--- src/rtl/lcd_req_arbiter_if.sv ---
//==============================================================================
// Module  : lcd_req_arbiter_if
// Purpose : Bundles the requester-side and LCD-controller-side signals of
//           lcd_req_arbiter.
//           slave  modport : the arbiter itself
//           master modport : whatever drives the requests and models the
//                            LCD controller (requesters + controller)
// Signals : req[NREQ]        level request per requester
//           req_bus[NREQ*10] per-requester command word {rs, rw, data[7:0]}
//           ack[NREQ]        one-hot, one-cycle grant pulse
//           lcd_busy         busy from the LCD controller
//           lcd_enable       command-valid to the LCD controller
//           lcd_bus[10]      latched command word
//           grant_id[3]      current / last winner index
//           arb_busy         arbiter not in IDLE
//           err              one-cycle timeout pulse
// Revision: 1.0 - initial release
//==============================================================================
`default_nettype none

interface lcd_req_arbiter_if #(
    parameter int NREQ = 4
);
    logic [NREQ-1:0]    req;
    logic [NREQ*10-1:0] req_bus;
    logic [NREQ-1:0]    ack;
    logic               lcd_busy;
    logic               lcd_enable;
    logic [9:0]         lcd_bus;
    logic [2:0]         grant_id;
    logic               arb_busy;
    logic               err;

    modport master (
        output req, req_bus, lcd_busy,
        input  ack, lcd_enable, lcd_bus, grant_id, arb_busy, err
    );

    modport slave (
        input  req, req_bus, lcd_busy,
        output ack, lcd_enable, lcd_bus, grant_id, arb_busy, err
    );
endinterface

`default_nettype wire

--- src/rtl/lcd_req_arbiter.sv ---
//==============================================================================
// Module  : lcd_req_arbiter
// Purpose : Round-robin arbiter sharing one HD44780-style LCD controller
//           between NREQ command sources. The winning 10-bit command word is
//           latched and presented with lcd_enable until the controller raises
//           busy; the arbiter then waits for busy to fall before the next
//           grant. All outputs are registered.
// Ports   : clk        - clock, all state updates on the rising edge
//           rst        - asynchronous, active-high reset
//           arb        - lcd_req_arbiter_if.slave (requests, acks, LCD side)
// Params  : NREQ       - number of requesters, 2..8; must match arb's NREQ
//           TIMEOUT    - cycles allowed in ISSUE without busy (timeout build)
// Macros  : LCD_ARB_TIMEOUT_EN - when defined, an ISSUE phase that never sees
//           busy is abandoned after TIMEOUT cycles with a one-cycle err pulse.
//           When undefined, ISSUE waits forever and err is tied low.
// Revision: 1.0 - initial release
//==============================================================================
`default_nettype none

module lcd_req_arbiter #(
    parameter int NREQ    = 4,
    parameter int TIMEOUT = 16
) (
    input  logic             clk,
    input  logic             rst,
    lcd_req_arbiter_if.slave arb
);

    localparam int         WORD_W = 10;
    localparam logic [3:0] c_NREQ = 4'(NREQ);

    generate
        if (NREQ < 2 || NREQ > 8 || TIMEOUT < 1) begin : g_bad_param
            $error("lcd_req_arbiter: NREQ must be 2..8 and TIMEOUT >= 1");
        end
    endgenerate

    typedef enum logic [1:0] {
        S_IDLE      = 2'd0,
        S_ISSUE     = 2'd1,
        S_WAIT_DONE = 2'd2
    } state_t;

    //--------------------------------------------------------------------------
    // Registered state and outputs
    //--------------------------------------------------------------------------
    state_t              r_state;
    logic [2:0]          r_ptr;
    logic                r_lcd_enable;
    logic [WORD_W-1:0]   r_lcd_bus;
    logic [NREQ-1:0]     r_ack;
    logic [2:0]          r_grant_id;
    logic                r_arb_busy;

    state_t              w_state_nxt;
    logic [2:0]          w_ptr_nxt;
    logic                w_lcd_enable_nxt;
    logic [WORD_W-1:0]   w_lcd_bus_nxt;
    logic [NREQ-1:0]     w_ack_nxt;
    logic [2:0]          w_grant_id_nxt;
    logic                w_arb_busy_nxt;

`ifdef LCD_ARB_TIMEOUT_EN
    localparam int               CNT_W      = $clog2(TIMEOUT + 1);
    localparam logic [CNT_W-1:0] c_TMO_LAST = CNT_W'(TIMEOUT - 1);

    logic [CNT_W-1:0]    r_tmo_cnt;
    logic [CNT_W-1:0]    w_tmo_cnt_nxt;
    logic                r_err;
    logic                w_err_nxt;
`endif

    //--------------------------------------------------------------------------
    // Round-robin winner search
    //--------------------------------------------------------------------------
    // The request vector is rotated so that bit 0 corresponds to requester
    // r_ptr; the lowest set bit of the rotated vector is then the offset of
    // the winner from the pointer. Doubling the vector (minus its top bit,
    // which no rotation reaches) makes every rotation a plain slice.
    logic [2*NREQ-2:0]   w_req_dbl;
    logic [NREQ-1:0]     w_req_rot;
    logic                w_any_req;
    logic [2:0]          w_offset;
    logic [3:0]          w_sum;
    logic [3:0]          w_sum_inc;
    logic [2:0]          w_winner;
    logic [2:0]          w_ptr_adv;
    logic [WORD_W-1:0]   w_word;
    logic [NREQ-1:0]     w_onehot;

    assign w_req_dbl = {arb.req[NREQ-2:0], arb.req};
    assign w_any_req = |arb.req;

    always_comb begin : p_rotate
        w_req_rot = arb.req;
        for (int p = 1; p < NREQ; p++) begin
            if (r_ptr == 3'(p)) begin
                w_req_rot = w_req_dbl[p +: NREQ];
            end
        end
    end

    // Scan from the top down so the lowest set bit wins.
    always_comb begin : p_first_set
        w_offset = 3'd0;
        for (int k = NREQ - 1; k >= 0; k--) begin
            if (w_req_rot[k]) begin
                w_offset = 3'(k);
            end
        end
    end

    // Winner index and the advanced pointer, both reduced mod NREQ. Both
    // operands are below NREQ, so one conditional subtract suffices.
    always_comb begin : p_winner
        w_sum = {1'b0, r_ptr} + {1'b0, w_offset};
        if (w_sum >= c_NREQ) begin
            w_sum = w_sum - c_NREQ;
        end
        w_winner  = w_sum[2:0];
        w_sum_inc = {1'b0, w_winner} + 4'd1;
        if (w_sum_inc >= c_NREQ) begin
            w_sum_inc = 4'd0;
        end
        w_ptr_adv = w_sum_inc[2:0];
    end

    // Command word of the winner and its one-hot ack pattern.
    always_comb begin : p_select
        w_word   = '0;
        w_onehot = '0;
        for (int k = 0; k < NREQ; k++) begin
            if (w_winner == 3'(k)) begin
                w_word      = arb.req_bus[WORD_W*k +: WORD_W];
                w_onehot[k] = 1'b1;
            end
        end
    end

    //--------------------------------------------------------------------------
    // Next-state / next-output logic
    //--------------------------------------------------------------------------
    always_comb begin : p_next
        w_state_nxt      = r_state;
        w_ptr_nxt        = r_ptr;
        w_lcd_enable_nxt = 1'b0;
        w_lcd_bus_nxt    = r_lcd_bus;
        w_ack_nxt        = '0;
        w_grant_id_nxt   = r_grant_id;
`ifdef LCD_ARB_TIMEOUT_EN
        w_err_nxt        = 1'b0;
        w_tmo_cnt_nxt    = '0;
`endif

        unique case (r_state)
            S_IDLE: begin
                // A busy controller (e.g. still initialising) blocks grants.
                if (!arb.lcd_busy && w_any_req) begin
                    w_state_nxt      = S_ISSUE;
                    w_lcd_enable_nxt = 1'b1;
                    w_lcd_bus_nxt    = w_word;
                    w_grant_id_nxt   = w_winner;
                    w_ack_nxt        = w_onehot;
                    w_ptr_nxt        = w_ptr_adv;
                end
            end

            S_ISSUE: begin
                if (arb.lcd_busy) begin
                    w_state_nxt = S_WAIT_DONE;
                end
`ifdef LCD_ARB_TIMEOUT_EN
                // The counter already holds the number of ISSUE edges seen,
                // so the TIMEOUT-th edge without busy abandons the word and
                // lcd_enable has been high for exactly TIMEOUT cycles.
                else if (r_tmo_cnt == c_TMO_LAST) begin
                    w_state_nxt = S_IDLE;
                    w_err_nxt   = 1'b1;
                end
                else begin
                    w_lcd_enable_nxt = 1'b1;
                    w_tmo_cnt_nxt    = r_tmo_cnt + CNT_W'(1);
                end
`else
                else begin
                    w_lcd_enable_nxt = 1'b1;
                end
`endif
            end

            S_WAIT_DONE: begin
                if (!arb.lcd_busy) begin
                    w_state_nxt = S_IDLE;
                end
            end

            default: begin
                w_state_nxt = S_IDLE;
            end
        endcase

        w_arb_busy_nxt = (w_state_nxt != S_IDLE);
    end

    //--------------------------------------------------------------------------
    // State and output registers
    //--------------------------------------------------------------------------
    always_ff @(posedge clk or posedge rst) begin : p_regs
        if (rst) begin
            r_state      <= S_IDLE;
            r_ptr        <= 3'd0;
            r_lcd_enable <= 1'b0;
            r_lcd_bus    <= '0;
            r_ack        <= '0;
            r_grant_id   <= 3'd0;
            r_arb_busy   <= 1'b0;
        end else begin
            r_state      <= w_state_nxt;
            r_ptr        <= w_ptr_nxt;
            r_lcd_enable <= w_lcd_enable_nxt;
            r_lcd_bus    <= w_lcd_bus_nxt;
            r_ack        <= w_ack_nxt;
            r_grant_id   <= w_grant_id_nxt;
            r_arb_busy   <= w_arb_busy_nxt;
        end
    end

`ifdef LCD_ARB_TIMEOUT_EN
    always_ff @(posedge clk or posedge rst) begin : p_tmo_regs
        if (rst) begin
            r_tmo_cnt <= '0;
            r_err     <= 1'b0;
        end else begin
            r_tmo_cnt <= w_tmo_cnt_nxt;
            r_err     <= w_err_nxt;
        end
    end

    assign arb.err = r_err;
`else
    assign arb.err = 1'b0;
`endif

    //--------------------------------------------------------------------------
    // Outputs
    //--------------------------------------------------------------------------
    assign arb.ack        = r_ack;
    assign arb.lcd_enable = r_lcd_enable;
    assign arb.lcd_bus    = r_lcd_bus;
    assign arb.grant_id   = r_grant_id;
    assign arb.arb_busy   = r_arb_busy;

endmodule

`default_nettype wire

--- src/flat_wrapper.sv ---
// flat-port wrapper written by rule: the top's interface ports become plain ports
module lcd_req_arbiter_flat 
#(
    parameter int NREQ    = 4,
    parameter int TIMEOUT = 16
)
  (clk, rst, arb_req, arb_req_bus, arb_lcd_busy, arb_ack, arb_lcd_enable, arb_lcd_bus, arb_grant_id, arb_arb_busy, arb_err);
  lcd_req_arbiter_if #(.NREQ(NREQ)) arb_i ();
  input  logic clk;
  input  logic rst;
  input wire logic [$bits(arb_i.req)-1:0] arb_req;
  input wire logic [$bits(arb_i.req_bus)-1:0] arb_req_bus;
  input wire logic [$bits(arb_i.lcd_busy)-1:0] arb_lcd_busy;
  output wire logic [$bits(arb_i.ack)-1:0] arb_ack;
  output wire logic [$bits(arb_i.lcd_enable)-1:0] arb_lcd_enable;
  output wire logic [$bits(arb_i.lcd_bus)-1:0] arb_lcd_bus;
  output wire logic [$bits(arb_i.grant_id)-1:0] arb_grant_id;
  output wire logic [$bits(arb_i.arb_busy)-1:0] arb_arb_busy;
  output wire logic [$bits(arb_i.err)-1:0] arb_err;
  assign arb_i.req = arb_req;
  assign arb_i.req_bus = arb_req_bus;
  assign arb_i.lcd_busy = arb_lcd_busy;
  assign arb_ack = arb_i.ack;
  assign arb_lcd_enable = arb_i.lcd_enable;
  assign arb_lcd_bus = arb_i.lcd_bus;
  assign arb_grant_id = arb_i.grant_id;
  assign arb_arb_busy = arb_i.arb_busy;
  assign arb_err = arb_i.err;
  lcd_req_arbiter #(.NREQ(NREQ), .TIMEOUT(TIMEOUT)) u_core (.clk(clk), .rst(rst), .arb(arb_i));
endmodule
--- config.mk ---
export PLATFORM = sky130hd
export DESIGN_NAME = lcd_req_arbiter_flat
export DESIGN_NICKNAME = d
export VERILOG_FILES = /design/src/rtl/lcd_req_arbiter_if.sv /design/src/rtl/lcd_req_arbiter.sv /design/src/flat_wrapper.sv
export SDC_FILE = /design/constraint.sdc
export NUM_CORES = 1
export LEC_CHECK = 0
export CORE_MARGIN = 3
export CORE_UTILIZATION = 42
export DETAILED_ROUTE_END_ITERATION = 10
export PLACE_DENSITY = 0.87
export SETUP_SLACK_MARGIN = 0.4
export SYNTH_ARGS = -nofsm -noshare
export SYNTH_HDL_FRONTEND = slang
export SYNTH_SLANG_ARGS = --single-unit
--- constraint.sdc ---
create_clock -name clk -period 3.6 [get_ports clk]
set_input_delay 0.72 -clock clk [delete_from_list [all_inputs] [get_ports clk]]
set_output_delay 0.72 -clock clk [all_outputs]
set_load 0.02 [all_outputs]
==> out/metrics.csv <==
metric;value;unit
status;complete, no violations;
Reg-to-Reg Start;u_core.r_ptr[1];
internal power contribution;1810;µW
# clock sinks;24;
cts hold-fix bufs;0;
number of standard cells after synthesis;187;
most frequent cell on the critical path;sky130_fd_sc_hd__nand2_1;
placer congestion estimate;0.871;
Initial Util;45.1;%
highest net fanout along the worst path;6;
flop2flop setup slack;460;ps
count of routing violations after the opening detailed-route iteration;129;
hold-critical path depth;2;
Pwr per Cell Area;1230;nW/µm²
Crit path largest cell delay;610;ps
global routing usage summed across all routing layers;21.5;%
Max IR drop VDD;1.10;mV
cell chain of the critical path;buf_6 > or2b_1 > nand2_1 > a221oi_2 > nand2b_4 > a21boi_2 > ha_2 > fa_2 > inv_4 > ha_4 > buf_12 > nand2_1 > o21ai_1 > o211ai_1 > a21oi_1;
# diodes;0;
max-cap viol count;0;
Final Max Slew Viols;0;
overall die height;67.0;µm
Post-route DRC;0;
dpl ws;-277;ps
Rows;21;
clock latency reported for the late side of the worst-skew pair;260;ps
Worst Hold Class;reg -> reg;
critical path capture point type;flip-flop;
critical-path cell with the highest stage delay;sky130_fd_sc_hd__fa_2;
DR vias/cell;5.35;
worst max-slew margin expressed relative to the limit;42.9;%
number of warning messages in the yosys log;0;
Detail Route Antenna Nets;0;
worst hold slack after final layout;521;ps
Worst path top cell family by delay;adder cells;
start point of the worst min-delay path;u_core.arb.grant_id[2];
CTS Buf Count;3;
aggregate global routing overflow;0;
setup repair after global routing missed its margin;false;
number of antenna violations at the first check in global routing;0;
post-synthesis sequential area ratio;38.4;%
fraction of power spent switching nets;46.7;%
transition at the pin with the smallest max-transition slack;856;ps
Net Count, Synth;242;
layout-stage area growth over the synthesis result;75.7;%
sequential share of power;13.6;%
CTS root buffer;sky130_fd_sc_hd__clkbuf_8;
Logic pwr share;81.8;%
maximum number of pins on one net before global-route repair;25;
Data arrival, critical path;3330;ps
post-synthesis cell type count;34;
Crit path buffers/inverters;3;
maximum frequency from static timing analysis;314;MHz
area of the mapped netlist;1560;µm²
register bit total from synthesis;24;
vias in the first global route;1467;
minimum clock period after layout;3180;ps
proportion of layout cells with a drive suffix above 1;27.3;%
vias after detailed routing;1716;
# placed instances;301;
TNS Setup;0;ps
Leakage Power;0.00114;µW
number of logic stages on the critical path including buffering;15;
CP startpoint kind;input pin;
area post-placement;2350;µm²
Clock power frac;4.6;%
DR WL/cell;17.1;µm
drt first pass iters;4;
die area;4490;µm²
num ports;67;
Total Routed Length;5480;µm
Period Utilization, post-route;88.4;%
Critical Setup Path Class;in -> reg;
maximum level of the CTS H-tree;1;
end point of the most critical hold path;u_core.arb.grant_id[2];
clock transition time at the flip-flop clock pins of the worst setup and hold paths;80;ps
end of the worst register-to-register path;u_core.arb.lcd_bus[6];
Finish-stage setup viols;0;
required time of the worst setup path;3740;ps
worst setup slack after layout;418;ps
final cell area excluding filler cells;2750;µm²
total net switching power;1580;µW
port buffer count;65;
Hold Vio Cnt, Final;0;
filler-free cell count of the finished design;321;
die span in x;67.0;µm
wire length of the first global-routing pass;7240;µm
Register-to-Register Path Depth;14;
synthesized area per cell;8.36;µm²
CTS tree;done;
Max Clock Skew;3.38;ps
placed wire-length estimate;3320;µm
final layout net count;332;
core outline area;3470;µm²
maximum buffer depth of the clock tree;2;
==> worst max-delay path by stage <==
stage,startpoint,to
floorplan,arb_req[3],u_core.arb.lcd_bus[8]
global placement,arb_req[3],u_core.arb.lcd_bus[5]
detailed placement,arb_req[0],u_core.arb.lcd_bus[3]
CTS,arb_req[3],u_core.arb.lcd_bus[5]
global route,arb_req[0],u_core.arb.lcd_bus[4]
finish,arb_req[0],u_core.arb.lcd_bus[2]
==> cell usage in the layout, fill, tap and decap left out, types with 3 or more instances in the layout <==
cell type,Yosys,layout
sky130_fd_sc_hd__and3_1,3,3
sky130_fd_sc_hd__o21ai_1,3,7
sky130_fd_sc_hd__o21ai_0,11,5
sky130_fd_sc_hd__nand2_1,34,30
sky130_fd_sc_hd__buf_6,1,5
sky130_fd_sc_hd__ha_4,0,4
sky130_fd_sc_hd__dfrtp_1,24,21
sky130_fd_sc_hd__clkdlybuf4s50_1,0,61
sky130_fd_sc_hd__clkbuf_8,0,3
sky130_fd_sc_hd__nand2_2,0,3
sky130_fd_sc_hd__nand2b_1,12,11
sky130_fd_sc_hd__a21oi_1,23,18
sky130_fd_sc_hd__o211ai_1,10,10
sky130_fd_sc_hd__or2b_1,3,3
sky130_fd_sc_hd__buf_4,2,24
sky130_fd_sc_hd__clkbuf_2,0,3
sky130_fd_sc_hd__and2_1,3,3
sky130_fd_sc_hd__nand3b_1,4,4
sky130_fd_sc_hd__a21oi_2,2,6
sky130_fd_sc_hd__inv_1,5,4
sky130_fd_sc_hd__nor2_1,11,10
==> sequential cells by signal, summed over array words and instances, names as in the netlist <==
| name | count |
|---|---|
| u_core.arb.grant_id | 3 |
| u_core.r_state | 2 |
| u_core.arb.lcd_bus | 10 |
| u_core.arb.lcd_enable | 1 |
| u_core.r_ptr | 3 |
| u_core.arb.ack | 4 |
| u_core.arb.arb_busy | 1 |
==> what timing repair did <==
item                       CTS  global route
gates resized for setup     30            39
cloned                       1             2
pin swaps                    9            16
setup endpoints to repair   15            11
setup buffers                4            10
==> routing by layer <==
metal | vias up | global-route usage [%] | part of all wire (%)
met3 | 10 | 2.19 | 5.8
met2 | 72 | 34.0 | 50
met5 | - | 0 | 0
met1 | 804 | 31.0 | 41
li1 | 830 | - | -
met4 | 0 | 5.57 | 2.3
==> cells in the mapped netlist <==
cell type                  instances  area [µm²]
sky130_fd_sc_hd__and3_1            3        18.8
sky130_fd_sc_hd__and2_1            3        18.8
sky130_fd_sc_hd__a31oi_2           1        12.5
sky130_fd_sc_hd__o21ai_0          11        55.1
sky130_fd_sc_hd__nand3_1           2        10.0
sky130_fd_sc_hd__nand2_1          34         128
sky130_fd_sc_hd__inv_1             5        18.8
sky130_fd_sc_hd__o311ai_0          1        8.76
sky130_fd_sc_hd__clkbuf_1          7        26.3
sky130_fd_sc_hd__ha_1              7        87.6
sky130_fd_sc_hd__nor4_4            1        21.3
sky130_fd_sc_hd__a211oi_1          2        15.0
sky130_fd_sc_hd__nor2b_1           1        6.26
sky130_fd_sc_hd__conb_1            1        3.75
sky130_fd_sc_hd__a221oi_1          4        35.0
sky130_fd_sc_hd__a21oi_2           2        17.5
sky130_fd_sc_hd__a21boi_0          1        7.51
sky130_fd_sc_hd__or4_1             1        7.51
sky130_fd_sc_hd__o211ai_1         10        75.1
sky130_fd_sc_hd__o21ai_1           3        15.0
sky130_fd_sc_hd__or2_2             1        6.26
sky130_fd_sc_hd__buf_2             2        10.0
sky130_fd_sc_hd__a21oi_1          23         115
sky130_fd_sc_hd__nor2_1           11        41.3
sky130_fd_sc_hd__dfrtp_1          24         601
sky130_fd_sc_hd__buf_6             1        11.3
sky130_fd_sc_hd__nand2b_1         12        75.1
sky130_fd_sc_hd__nand3b_1          4        30.0
sky130_fd_sc_hd__a21o_1            1        7.51
sky130_fd_sc_hd__or2b_1            3        22.5
sky130_fd_sc_hd__buf_4             2        15.0
sky130_fd_sc_hd__nor4_2            1        12.5
sky130_fd_sc_hd__fa_1              1        20.0
sky130_fd_sc_hd__xor2_1            1        8.76
==> per-stage QoR <==
| stage | total power [µW] | utilization, % |
|---|---|---|
| floorplan | 1580 | - |
| global placement | 2300 | 67.7 |
| detailed placement | 2350 | 67.7 |
| CTS | 2750 | 72.8 |
| global route | 3610 | 79.2 |
| finish | 3390 | 79.2 |
==> area by class of cell <==
cell class / instances / area [µm²]
multi-input combinational: 146 / 1070
timing repair buffer: 97 / 952
fill: 227 / 721
sequential: 24 / 607
tap: 46 / 57.6
clock buffer: 3 / 41.3
inverter: 5 / 21.3
==> worst min-delay path, stage by stage (launching register included) <==
cell                      delay, ps
sky130_fd_sc_hd__dfrtp_1        360
sky130_fd_sc_hd__nand2_1         50
sky130_fd_sc_hd__o21ai_1         70
==> power groups by stage <==
stage,registers (µW),clock network (µW),logic (µW)
finish,463,156,2770
CTS,458,155,2130
global placement,455,0,1840
global route,474,169,2960
floorplan,545,0,1030
detailed placement,459,0,1890
==> cells by family after synthesis <==
group                      after synthesis  share of synthesized area, %
adders and majority gates                8                          6.88
xor gates and xnor gates                 1                         0.560
and+or+nand+nor                         77                          25.4
other                                    1                         0.240
buffers and inverters                   17                          5.20
AOI/OAI and AO/OA                       59                          23.3
DFF                                     24                          38.4
No activity file was read; power rests on OpenSTA's default activity.
